--- src/rtl/mult_div_ctrl_if.sv ---
// Signal bundle between the control unit, the mult/div sequencer and the Booth multiplier / divider units.
interface mult_div_ctrl_if;
    logic        start_mult;
    logic        start_div;
    logic [31:0] operand_a;
    logic [31:0] operand_b;
    logic        hi_we;
    logic        lo_we;
    logic [31:0] wr_data;
    logic        mult_op;
    logic [31:0] mult_a;
    logic [31:0] mult_b;
    logic [31:0] mult_hi;
    logic [31:0] mult_lo;
    logic        div_op;
    logic [31:0] div_a;
    logic [31:0] div_b;
    logic [31:0] div_hi;
    logic [31:0] div_lo;
    logic [31:0] hi_out;
    logic [31:0] lo_out;
    logic        busy;
    logic        done;
    logic        div_zero;

    modport master (
        output start_mult, start_div, operand_a, operand_b, hi_we, lo_we, wr_data,
        output mult_hi, mult_lo, div_hi, div_lo,
        input  mult_op, mult_a, mult_b, div_op, div_a, div_b,
        input  hi_out, lo_out, busy, done, div_zero
    );

    modport slave (
        input  start_mult, start_div, operand_a, operand_b, hi_we, lo_we, wr_data,
        input  mult_hi, mult_lo, div_hi, div_lo,
        output mult_op, mult_a, mult_b, div_op, div_a, div_b,
        output hi_out, lo_out, busy, done, div_zero
    );
endinterface

--- src/rtl/mult_div_ctrl.sv ---
// Sequencer for MULT/DIV: latches operands, runs the selected unit for a fixed
// cycle count, captures HI/LO and handshakes busy/done with the control unit.
module mult_div_ctrl #(
    parameter int unsigned MULT_CYCLES = 32,
    parameter int unsigned DIV_CYCLES  = 32,
    parameter int unsigned CNT_W       = 6
) (
    input  logic             clk,
    input  logic             reset,
    mult_div_ctrl_if.slave   bus
);

    typedef enum logic [2:0] {
        S_IDLE,
        S_MULT_RUN,
        S_DIV_RUN,
        S_CAPTURE,
        S_DONE
    } state_e;

    localparam int unsigned DW = 32;

    state_e            state_q, state_d;
    logic [CNT_W-1:0]  cnt_q, cnt_d;
    logic              sel_div_q, sel_div_d;
    logic              zero_q, zero_d;
    logic [DW-1:0]     mult_a_q, mult_a_d, mult_b_q, mult_b_d;
    logic [DW-1:0]     div_a_q, div_a_d, div_b_q, div_b_d;
    logic [DW-1:0]     hi_q, hi_d, lo_q, lo_d;
    logic              mult_op_q, mult_op_d, div_op_q, div_op_d;
    logic              busy_q, busy_d, done_q, done_d, div_zero_q, div_zero_d;

    // State and all registered outputs
    always_ff @(posedge clk) begin
        if (reset) begin
            state_q    <= S_IDLE;
            cnt_q      <= '0;
            sel_div_q  <= 1'b0;
            zero_q     <= 1'b0;
            mult_a_q   <= '0;
            mult_b_q   <= '0;
            div_a_q    <= '0;
            div_b_q    <= '0;
            hi_q       <= '0;
            lo_q       <= '0;
            mult_op_q  <= 1'b0;
            div_op_q   <= 1'b0;
            busy_q     <= 1'b0;
            done_q     <= 1'b0;
            div_zero_q <= 1'b0;
        end else begin
            state_q    <= state_d;
            cnt_q      <= cnt_d;
            sel_div_q  <= sel_div_d;
            zero_q     <= zero_d;
            mult_a_q   <= mult_a_d;
            mult_b_q   <= mult_b_d;
            div_a_q    <= div_a_d;
            div_b_q    <= div_b_d;
            hi_q       <= hi_d;
            lo_q       <= lo_d;
            mult_op_q  <= mult_op_d;
            div_op_q   <= div_op_d;
            busy_q     <= busy_d;
            done_q     <= done_d;
            div_zero_q <= div_zero_d;
        end
    end

    // Next-state, operand latching and HI/LO update
    always_comb begin
        state_d   = state_q;
        cnt_d     = cnt_q;
        sel_div_d = sel_div_q;
        zero_d    = zero_q;
        mult_a_d  = mult_a_q;
        mult_b_d  = mult_b_q;
        div_a_d   = div_a_q;
        div_b_d   = div_b_q;
        hi_d      = hi_q;
        lo_d      = lo_q;

        case (state_q)
            S_IDLE: begin
                if (bus.hi_we) hi_d = bus.wr_data;
                if (bus.lo_we) lo_d = bus.wr_data;
                if (bus.start_mult) begin
                    mult_a_d  = bus.operand_a;
                    mult_b_d  = bus.operand_b;
                    cnt_d     = '0;
                    sel_div_d = 1'b0;
                    zero_d    = 1'b0;
                    state_d   = S_MULT_RUN;
                end else if (bus.start_div) begin
                    div_a_d   = bus.operand_a;
                    div_b_d   = bus.operand_b;
                    cnt_d     = '0;
                    sel_div_d = 1'b1;
                    zero_d    = (bus.operand_b == '0);
                    state_d   = (bus.operand_b == '0) ? S_DONE : S_DIV_RUN;
                end
            end
            S_MULT_RUN: begin
                cnt_d = cnt_q + CNT_W'(1);
                if (cnt_q == CNT_W'(MULT_CYCLES - 1)) state_d = S_CAPTURE;
            end
            S_DIV_RUN: begin
                cnt_d = cnt_q + CNT_W'(1);
                if (cnt_q == CNT_W'(DIV_CYCLES - 1)) state_d = S_CAPTURE;
            end
            S_CAPTURE: begin
                hi_d    = sel_div_q ? bus.div_hi : bus.mult_hi;
                lo_d    = sel_div_q ? bus.div_lo : bus.mult_lo;
                state_d = S_DONE;
            end
            S_DONE: begin
                state_d = S_IDLE;
            end
            default: begin
                state_d = S_IDLE;
            end
        endcase

        // Outputs are registered from the upcoming state so they line up with it
        mult_op_d  = (state_d == S_MULT_RUN) || ((state_d == S_CAPTURE) && !sel_div_d);
        div_op_d   = (state_d == S_DIV_RUN)  || ((state_d == S_CAPTURE) &&  sel_div_d);
        busy_d     = (state_d != S_IDLE);
        done_d     = (state_d == S_DONE);
        div_zero_d = (state_d == S_DONE) && zero_d;
    end

    assign bus.mult_op  = mult_op_q;
    assign bus.mult_a   = mult_a_q;
    assign bus.mult_b   = mult_b_q;
    assign bus.div_op   = div_op_q;
    assign bus.div_a    = div_a_q;
    assign bus.div_b    = div_b_q;
    assign bus.hi_out   = hi_q;
    assign bus.lo_out   = lo_q;
    assign bus.busy     = busy_q;
    assign bus.done     = done_q;
    assign bus.div_zero = div_zero_q;

endmodule
--- src/flat_wrapper.sv ---
// flat-port wrapper written by rule: the top's interface ports become plain ports
module mult_div_ctrl_flat 
#(
    parameter int unsigned MULT_CYCLES = 32,
    parameter int unsigned DIV_CYCLES  = 32,
    parameter int unsigned CNT_W       = 6
)
  (clk, reset, bus_start_mult, bus_start_div, bus_operand_a, bus_operand_b, bus_hi_we, bus_lo_we, bus_wr_data, bus_mult_hi, bus_mult_lo, bus_div_hi, bus_div_lo, bus_mult_op, bus_mult_a, bus_mult_b, bus_div_op, bus_div_a, bus_div_b, bus_hi_out, bus_lo_out, bus_busy, bus_done, bus_div_zero);
  mult_div_ctrl_if bus_i ();
  input  logic clk;
  input  logic reset;
  input wire logic [$bits(bus_i.start_mult)-1:0] bus_start_mult;
  input wire logic [$bits(bus_i.start_div)-1:0] bus_start_div;
  input wire logic [$bits(bus_i.operand_a)-1:0] bus_operand_a;
  input wire logic [$bits(bus_i.operand_b)-1:0] bus_operand_b;
  input wire logic [$bits(bus_i.hi_we)-1:0] bus_hi_we;
  input wire logic [$bits(bus_i.lo_we)-1:0] bus_lo_we;
  input wire logic [$bits(bus_i.wr_data)-1:0] bus_wr_data;
  input wire logic [$bits(bus_i.mult_hi)-1:0] bus_mult_hi;
  input wire logic [$bits(bus_i.mult_lo)-1:0] bus_mult_lo;
  input wire logic [$bits(bus_i.div_hi)-1:0] bus_div_hi;
  input wire logic [$bits(bus_i.div_lo)-1:0] bus_div_lo;
  output wire logic [$bits(bus_i.mult_op)-1:0] bus_mult_op;
  output wire logic [$bits(bus_i.mult_a)-1:0] bus_mult_a;
  output wire logic [$bits(bus_i.mult_b)-1:0] bus_mult_b;
  output wire logic [$bits(bus_i.div_op)-1:0] bus_div_op;
  output wire logic [$bits(bus_i.div_a)-1:0] bus_div_a;
  output wire logic [$bits(bus_i.div_b)-1:0] bus_div_b;
  output wire logic [$bits(bus_i.hi_out)-1:0] bus_hi_out;
  output wire logic [$bits(bus_i.lo_out)-1:0] bus_lo_out;
  output wire logic [$bits(bus_i.busy)-1:0] bus_busy;
  output wire logic [$bits(bus_i.done)-1:0] bus_done;
  output wire logic [$bits(bus_i.div_zero)-1:0] bus_div_zero;
  assign bus_i.start_mult = bus_start_mult;
  assign bus_i.start_div = bus_start_div;
  assign bus_i.operand_a = bus_operand_a;
  assign bus_i.operand_b = bus_operand_b;
  assign bus_i.hi_we = bus_hi_we;
  assign bus_i.lo_we = bus_lo_we;
  assign bus_i.wr_data = bus_wr_data;
  assign bus_i.mult_hi = bus_mult_hi;
  assign bus_i.mult_lo = bus_mult_lo;
  assign bus_i.div_hi = bus_div_hi;
  assign bus_i.div_lo = bus_div_lo;
  assign bus_mult_op = bus_i.mult_op;
  assign bus_mult_a = bus_i.mult_a;
  assign bus_mult_b = bus_i.mult_b;
  assign bus_div_op = bus_i.div_op;
  assign bus_div_a = bus_i.div_a;
  assign bus_div_b = bus_i.div_b;
  assign bus_hi_out = bus_i.hi_out;
  assign bus_lo_out = bus_i.lo_out;
  assign bus_busy = bus_i.busy;
  assign bus_done = bus_i.done;
  assign bus_div_zero = bus_i.div_zero;
  mult_div_ctrl #(.MULT_CYCLES(MULT_CYCLES), .DIV_CYCLES(DIV_CYCLES), .CNT_W(CNT_W)) u_core (.clk(clk), .reset(reset), .bus(bus_i));
endmodule
--- config.mk ---
export PLATFORM = sky130hd
export DESIGN_NAME = mult_div_ctrl_flat
export DESIGN_NICKNAME = d
export VERILOG_FILES = /design/src/rtl/mult_div_ctrl_if.sv /design/src/rtl/mult_div_ctrl.sv /design/src/flat_wrapper.sv
export SDC_FILE = /design/constraint.sdc
export NUM_CORES = 1
export LEC_CHECK = 0
export CORE_ASPECT_RATIO = 1.25
export CORE_MARGIN = 2
export CORE_UTILIZATION = 33
export CTS_CLUSTER_DIAMETER = 100
export DETAILED_ROUTE_END_ITERATION = 6
export DONT_BUFFER_PORTS = 1
export PLACE_DENSITY = 0.55
export SKIP_LAST_GASP = 1
export SLEW_MARGIN = 20
export SYNTH_ARGS = -nofsm -noshare
export SYNTH_HDL_FRONTEND = slang
export SYNTH_SLANG_ARGS = --single-unit
--- constraint.sdc ---
create_clock -name clk -period 2.07 [get_ports clk]
set_clock_uncertainty 0.1 [all_clocks]
set_input_delay 0.414 -clock clk [delete_from_list [all_inputs] [get_ports clk]]
set_output_delay 0.414 -clock clk [all_outputs]
set_load 0.01 [all_outputs]
==> impl_metrics.tcl, run 1 <==
set metrics [dict create \
    nets 1208 \
    rows 66 \
    cts_sinks 208 \
    reg2reg_depth 4 \
    whs_path_depth 1 \
    final_core_util_pct 38.05 \
    grt_antenna_before_repair 4 \
    synth_fa_ha_area_share_pct 0.1432 \
    die_w_um 149.5 \
    fill_cells 2678 \
    cp-start-kind "register" \
    clockRootBuffer "clkbuf_16" \
    violations "hold timing" \
    syn_avg_cell_area_um2 8.631 \
    clk_pin_slew_ps 60 \
    yosysSeqAreaShare_pct 47.67 \
    dr_total_vias 7019 \
    post-place-ws_ps 40.02 \
    final_cell_mix "nand2_1 (262), dfxtp_1 (206), a21oi_1 (135), a211oi_1 (129)" \
    switchingPower_mw 2.516 \
    dp_hpwl_um 20110 \
    hold_path.class "primary input to register" \
    ff2ff_setup_slack_ps 190 \
    synth-simple-area-share_pct 18.64 \
    clk_latency_ps 500 \
    synth-seq-cells 208 \
    worstMarginPinSlew_ps 518.4 \
    first_iter_violations 305 \
    setup_violations 0 \
    synth.area.mux_share_pct 7.334 \
    sw_frac_of_total_pct 25.09 \
    synth_edf_count 0 \
    drv_cap 0 \
    cts.path.max_buffers 3 \
    hold_viol_final 149 \
    grt-ovfl-total 0 \
    seq_area_um2 4169 \
    coreArea_um2 26010 \
    final-max-slew-violation-count 0 \
    die_h_um 185.9 \
    hp-start "reset" \
    h-tree-depth 1 \
    async_flop_share_pct 0 \
    synth_flop_cell "dfxtp_1" \
    synth_area_um2 8735 \
    syn_to_final_growth_pct 13.32 \
    syn_nets 1243 \
    grt_usage_pct 18.70 \
    fmax_mhz 531.2 \
    dr.pass1.iters 4 \
    dpl.cell_count 1284 \
    grt_pass1_wl_um 40300 \
    multi_input_area_um2 4084 \
    relSlewSlack_pct 65.17 \
    cts_tree "built" \
    port_buffers 0 \
    drive_gt1_share_pct 7.452 \
    dieArea_um2 27790 \
    hold_path_end "u_core.bus.mult_a[2]" \
    cts_buffers 23 \
    crit_fanout 8 \
    cp_data_arrival_time_ps 2170 \
    synth.distinct_cells 39 \
    crit_type "register to register" \
    syn_inst 1012 \
    period_minus_slack_ps 1883 \
    synth_top_family_by_area "compound AO/OA/AOI/OAI gates" \
    ir_drop_v 0.0006002 \
    final_common_cell "nand2_1" \
    outcome "finished, violations left" \
    grt_pass1_vias 6695 \
    finalHoldWorstSlack_ps -118.2 \
    place_area_um2 8939 \
    power.density_nw_per_um2 1013 \
    stdcell_count 1338 \
    start_util_pct 33.58 \
    grt_setup_unrepaired "false" \
    clock_power_share_pct 44.8 \
    synth_compound_area_share_pct 20.21 \
    wirelength_um 28460 \
    drc 0 \
    gp_congestion 0.7780 \
    fin_ws_ps 187.3 \
    critPathRequiredTime_ps 2360 \
    fin_area_um2 9898 \
    via_per_inst 5.246 \
    timing.rr.end "u_core.bus.busy" \
    fin_crit_sh_pct 90.95 \
    yosysWarnings 0 \
    p_leak_nw 3.368 \
    seqPwrFrac_pct 46.0 \
    regToRegStartpoint "u_core.state_q[1]" \
    yosys.area_share.xor_xnor_pct 0.1003 \
    p_int_mw 7.513 \
    wire_per_inst_um 21.27 \
    grt_max_degree 208 \
    power.total_mw 10.03 \
    setup_tns_ps 0 \
    end_kind "register" \
    ioPinCount 427 \
    ant_nets 0 \
    combPwrFrac_pct 9.2 \
]
==> Yosys cell counts, types with 2 or more instances <==
master / instances / area, µm²
a211oi_1: 129 / 968.4
a21oi_1: 135 / 675.7
a311oi_1: 3 / 26.28
and2_1: 2 / 12.51
and2_4: 2 / 17.52
buf_12: 8 / 160.2
buf_2: 23 / 115.1
clkbuf_1: 56 / 210.2
dfxtp_1: 208 / 4164
inv_1: 2 / 7.510
mux2i_1: 64 / 640.6
nand2_1: 263 / 987.2
nand3_1: 3 / 15.01
nand3b_1: 2 / 15.01
nand4_1: 3 / 18.77
nor2_1: 5 / 18.77
nor2b_1: 64 / 400.4
nor3_1: 6 / 30.03
nor4_1: 10 / 62.56
o21ai_0: 4 / 20.02
or3_1: 2 / 12.51
==> per-layer routing <==
layer	vias up	wire length, µm	track usage [%]
li1	3488	-	-
met1	3186	10350	20.26
met2	316	13470	31.85
met3	29	4170	10.27
met4	0	468	4.419
met5	-	0	0
==> repair_timing <==
item,4_1_cts,5_1_grt
resized for setup,0,3
buffers inserted,0,0
hold buffers,1,7
endpoints found under the hold margin,207,204
setup endpoints to repair,0,1
==> sequential cells by signal, indices dropped and copies added, names as in the netlist <==
signal,cells
u_core.cnt_q,6
u_core.state_q,3
u_core.sel_div_q,1
u_core.bus.lo_out,32
u_core.bus.mult_op,1
u_core.bus.done,1
u_core.bus.mult_b,32
u_core.bus.hi_out,32
u_core.zero_q,1
u_core.bus.div_zero,1
u_core.bus.mult_a,32
u_core.bus.div_b,32
u_core.bus.div_a,32
u_core.bus.busy,1
u_core.bus.div_op,1
==> worst max-delay path by stage <==
stage | to | startpoint
3_5_place_dp | u_core.bus.div_op | u_core.state_q[0]
4_1_cts | u_core.bus.div_op | u_core.state_q[0]
5_1_grt | u_core.bus.lo_out[0] | u_core.state_q[1]
2_1_floorplan | u_core.bus.lo_out[5] | u_core.state_q[2]
3_3_place_gp | u_core.bus.div_op | u_core.state_q[1]
6_report | u_core.bus.busy | u_core.state_q[1]
==> power by group through the flow <==
stage	Combinational (mW)	Clock (mW)	Sequential, mW
after floorplan	0.840	0	4.60
final	0.921	4.50	4.61
after detailed placement	0.912	0	4.70
after global routing	1.03	4.77	4.65
after CTS	0.916	4.62	4.62
after global placement	0.887	0	4.70
==> logic make-up after synthesis <==
kind of cell / count (synthesis)
flops: 208
fa+ha+maj: 1
xor+xnor: 1
mux: 64
compound gates: 280
buf+inv: 92
simple gates: 366
==> critical path, cell delays in order, from the launching register on <==
cell and delay [ps]:
dfxtp_1 380, buf_4 190, nor4_1 410, nor3_1 110, dlygate4sd3_1 580
==> cell type report <==
type / count / share of cell area [%]
diodes: 5 / 0.1264
multi-input cells: 712 / 41.26
clock inverters: 6 / 1.138
repair buffers: 30 / 3.489
inverters: 2 / 0.07584
clock buffers: 35 / 7.496
flip-flops and latches: 208 / 42.12
well taps: 340 / 4.298
Power figures use the tool's default switching activity.
==> inputs of run 2 (changes only) <==
GPL_ROUTABILITY_DRIVEN = 0   (was default)
==> results of run 2 <==
The final DEF is identical to that of run 1; final timing and power are the same.
==> patch, RTL diff (settings of run 2) <==
Re-encode `state_e` (5 states) as Gray code, 3 bits wide.
--- a/src/rtl/mult_div_ctrl.sv
+++ b/src/rtl/mult_div_ctrl.sv
@@ -13,7 +13,7 @@
     typedef enum logic [2:0] {
-        S_IDLE,
-        S_MULT_RUN,
-        S_DIV_RUN,
-        S_CAPTURE,
-        S_DONE
+        S_IDLE     = 3'b000,
+        S_MULT_RUN = 3'b001,
+        S_DIV_RUN  = 3'b011,
+        S_CAPTURE  = 3'b010,
+        S_DONE     = 3'b110
     } state_e;
Behaviour: no difference found for any inputs over 4 cycles, from zero or initial values and one cycle with reset high; so few cycles prove little.
==> patch against run 2 <==
The run still ends with negative hold slack left; sequential cell count did not move; critical path depth increased by 3; power up 1.0%; final cell count up 5.5%; clock power is 8.7% lower; die area down 1.3%; synthesized cell count rose by 3.0%; worst setup slack got worse by 0.0067 ns; synthesized area decreased by 1.3%; wire length is 5.7% lower; final area is 4.1% higher.
==> patch: results (changes against run 2) <==
| Metric | Value |
|---|---|
| Status | complete, but fails checks (unchanged) |
| Failing checks | negative hold slack (unchanged) |
| Global-route wire length before repair | 39000 um (was 40300 um) |
| Pre-CTS setup slack | 0.0474 ns (was 0.0400 ns) |
| Lkg Pwr | 3.47 nW (was 3.37 nW) |
| Total track usage | 17.9% (was 18.7%) |
| Adder-Cell Fraction of Synth Area | 0.145% (was 0.143%) |
| DP Wirelength | 18600 um (was 20100 um) |
| Mux contribution to synthesized area | 7.43% (was 7.33%) |
| Max Fanout on Critical Path | 49 (was 8) |
| Final Hold Vio Count | 84 (was 149) |
| Placed Area | 9040 um^2 (was 8940 um^2) |
| Share of cells above drive strength 1 | 6.65% (was 7.45%) |
| First DRT Iteration DRCs | 238 (was 305) |
| Final WS setup | 0.181 ns (was 0.187 ns) |
| Pwr Total | 0.0101 W (was 0.0100 W) |
| Syn Area/Cell | 8.27 um^2 (was 8.63 um^2) |
| Pre-Repair DR Iteration Count | 4 (unchanged) |
| Compound-Gate Fraction of Synth Area | 19.3% (was 20.2%) |
| Area contributors post-synth | dfxtp_1 48%, nand2_1 14%, a21oi_1 9.6%, mux2i_1 7.4%, a211oi_1 5.6% (was dfxtp_1 48%, nand2_1 11%, a211oi_1 11%, a21oi_1 7.7%, mux2i_1 7.3%) |
| Met2 Wirelength | 13200 um (was 13500 um) |
| Vias in the first global route | 6993 (was 6695) |
| Wire per inst | 19.0 um (was 21.3 um) |
| P_comb | 0.00133 W (was 0.000921 W) |
| CP max stage delay | 0.39 ns (was 0.58 ns) |
| Vias per inst | 5.20 (was 5.25) |
| Seq pwr | 0.00469 W (was 0.00461 W) |
| Synth cell count leaders | 326 x nand2_1, 208 x dfxtp_1, 165 x a21oi_1 (was 263 x nand2_1, 208 x dfxtp_1, 135 x a21oi_1) |
| Sequential fraction of the synthesis area | 48.3% (was 47.7%) |
| Worst R2R Path Depth | 7 (was 4) |
| Routed length on met3 | 2730 um (was 4170 um) |
| Maximum VDD drop | 0.716 mV (was 0.600 mV) |
| Critical path's slowest cell | dfxtp_1 (was dlygate4sd3_1) |
| Net switching power | 0.00270 W (was 0.00252 W) |
| Netlist cell types | 43 (was 39) |
| M1 WL | 9900 um (was 10400 um) |
| Clock buffer count from CTS | 22 (was 23) |
| Largest net degree at the start of global routing | 204 (was 208) |
| Xor/xnor cell area share of the yosys netlist | 0.203% (was 0.100%) |
| Min Hold Slack | -0.116 ns (was -0.118 ns) |
[patch: cell count changes in the layout (fill, tap and decap cells not counted), sizes merged, moves of 4 or more]
cell         before  now
a211oi          129   64
o211ai            0   32
a21oi           135  165
nor2              6   10
buf              22   27
nand2           263  326
clkbuf           35   31
nor2b            64   35
dlygate4sd3       8   51
o31ai             0    5
nor3              7    2
[patch: worst min path at each step]
stage                                                  start                                  to  cells past startpoint
after floorplan                 u_core.cnt_q[5]$_SDFFE_PP0P_        u_core.cnt_q[5]$_SDFFE_PP0P_                      2
after global placement    u_core.bus.mult_a[30]$_SDFFE_PP0P_  u_core.bus.mult_a[30]$_SDFFE_PP0P_                      2
after detailed placement   u_core.bus.div_a[23]$_SDFFE_PP0P_   u_core.bus.div_a[23]$_SDFFE_PP0P_                      2
after CTS                                              reset   u_core.bus.hi_out[4]$_SDFFE_PP0P_                      1
after global routing                                   reset   u_core.bus.hi_out[4]$_SDFFE_PP0P_                      1
final                                                  reset   u_core.bus.hi_out[4]$_SDFFE_PP0P_                      1
[patch: cell type report]
class                           instances  area [um^2]
Clock inverter                          5          100
Tap cell                              340          425
Timing Repair Buffer                   78          851
Fill cell                            2590        15500
Multi-Input combinational cell        745         4100
Sequential cell                       208         4170
Antenna cell                            4         10.0
Clock buffer                           31          646
Inverter                                1         3.75
[patch: what timing repair did]
action                                 CTS  global route
gates resized for setup                  0             0
endpoints found under the hold margin  202           197
hold buffers                            36            15
[patch: routing by layer]
layer	vias to the layer above	global-route usage (%)
li1	3609	-
met1	3341	18.9
met2	333	32.2
met3	54	6.06
met4	0	7.58
met5	-	0
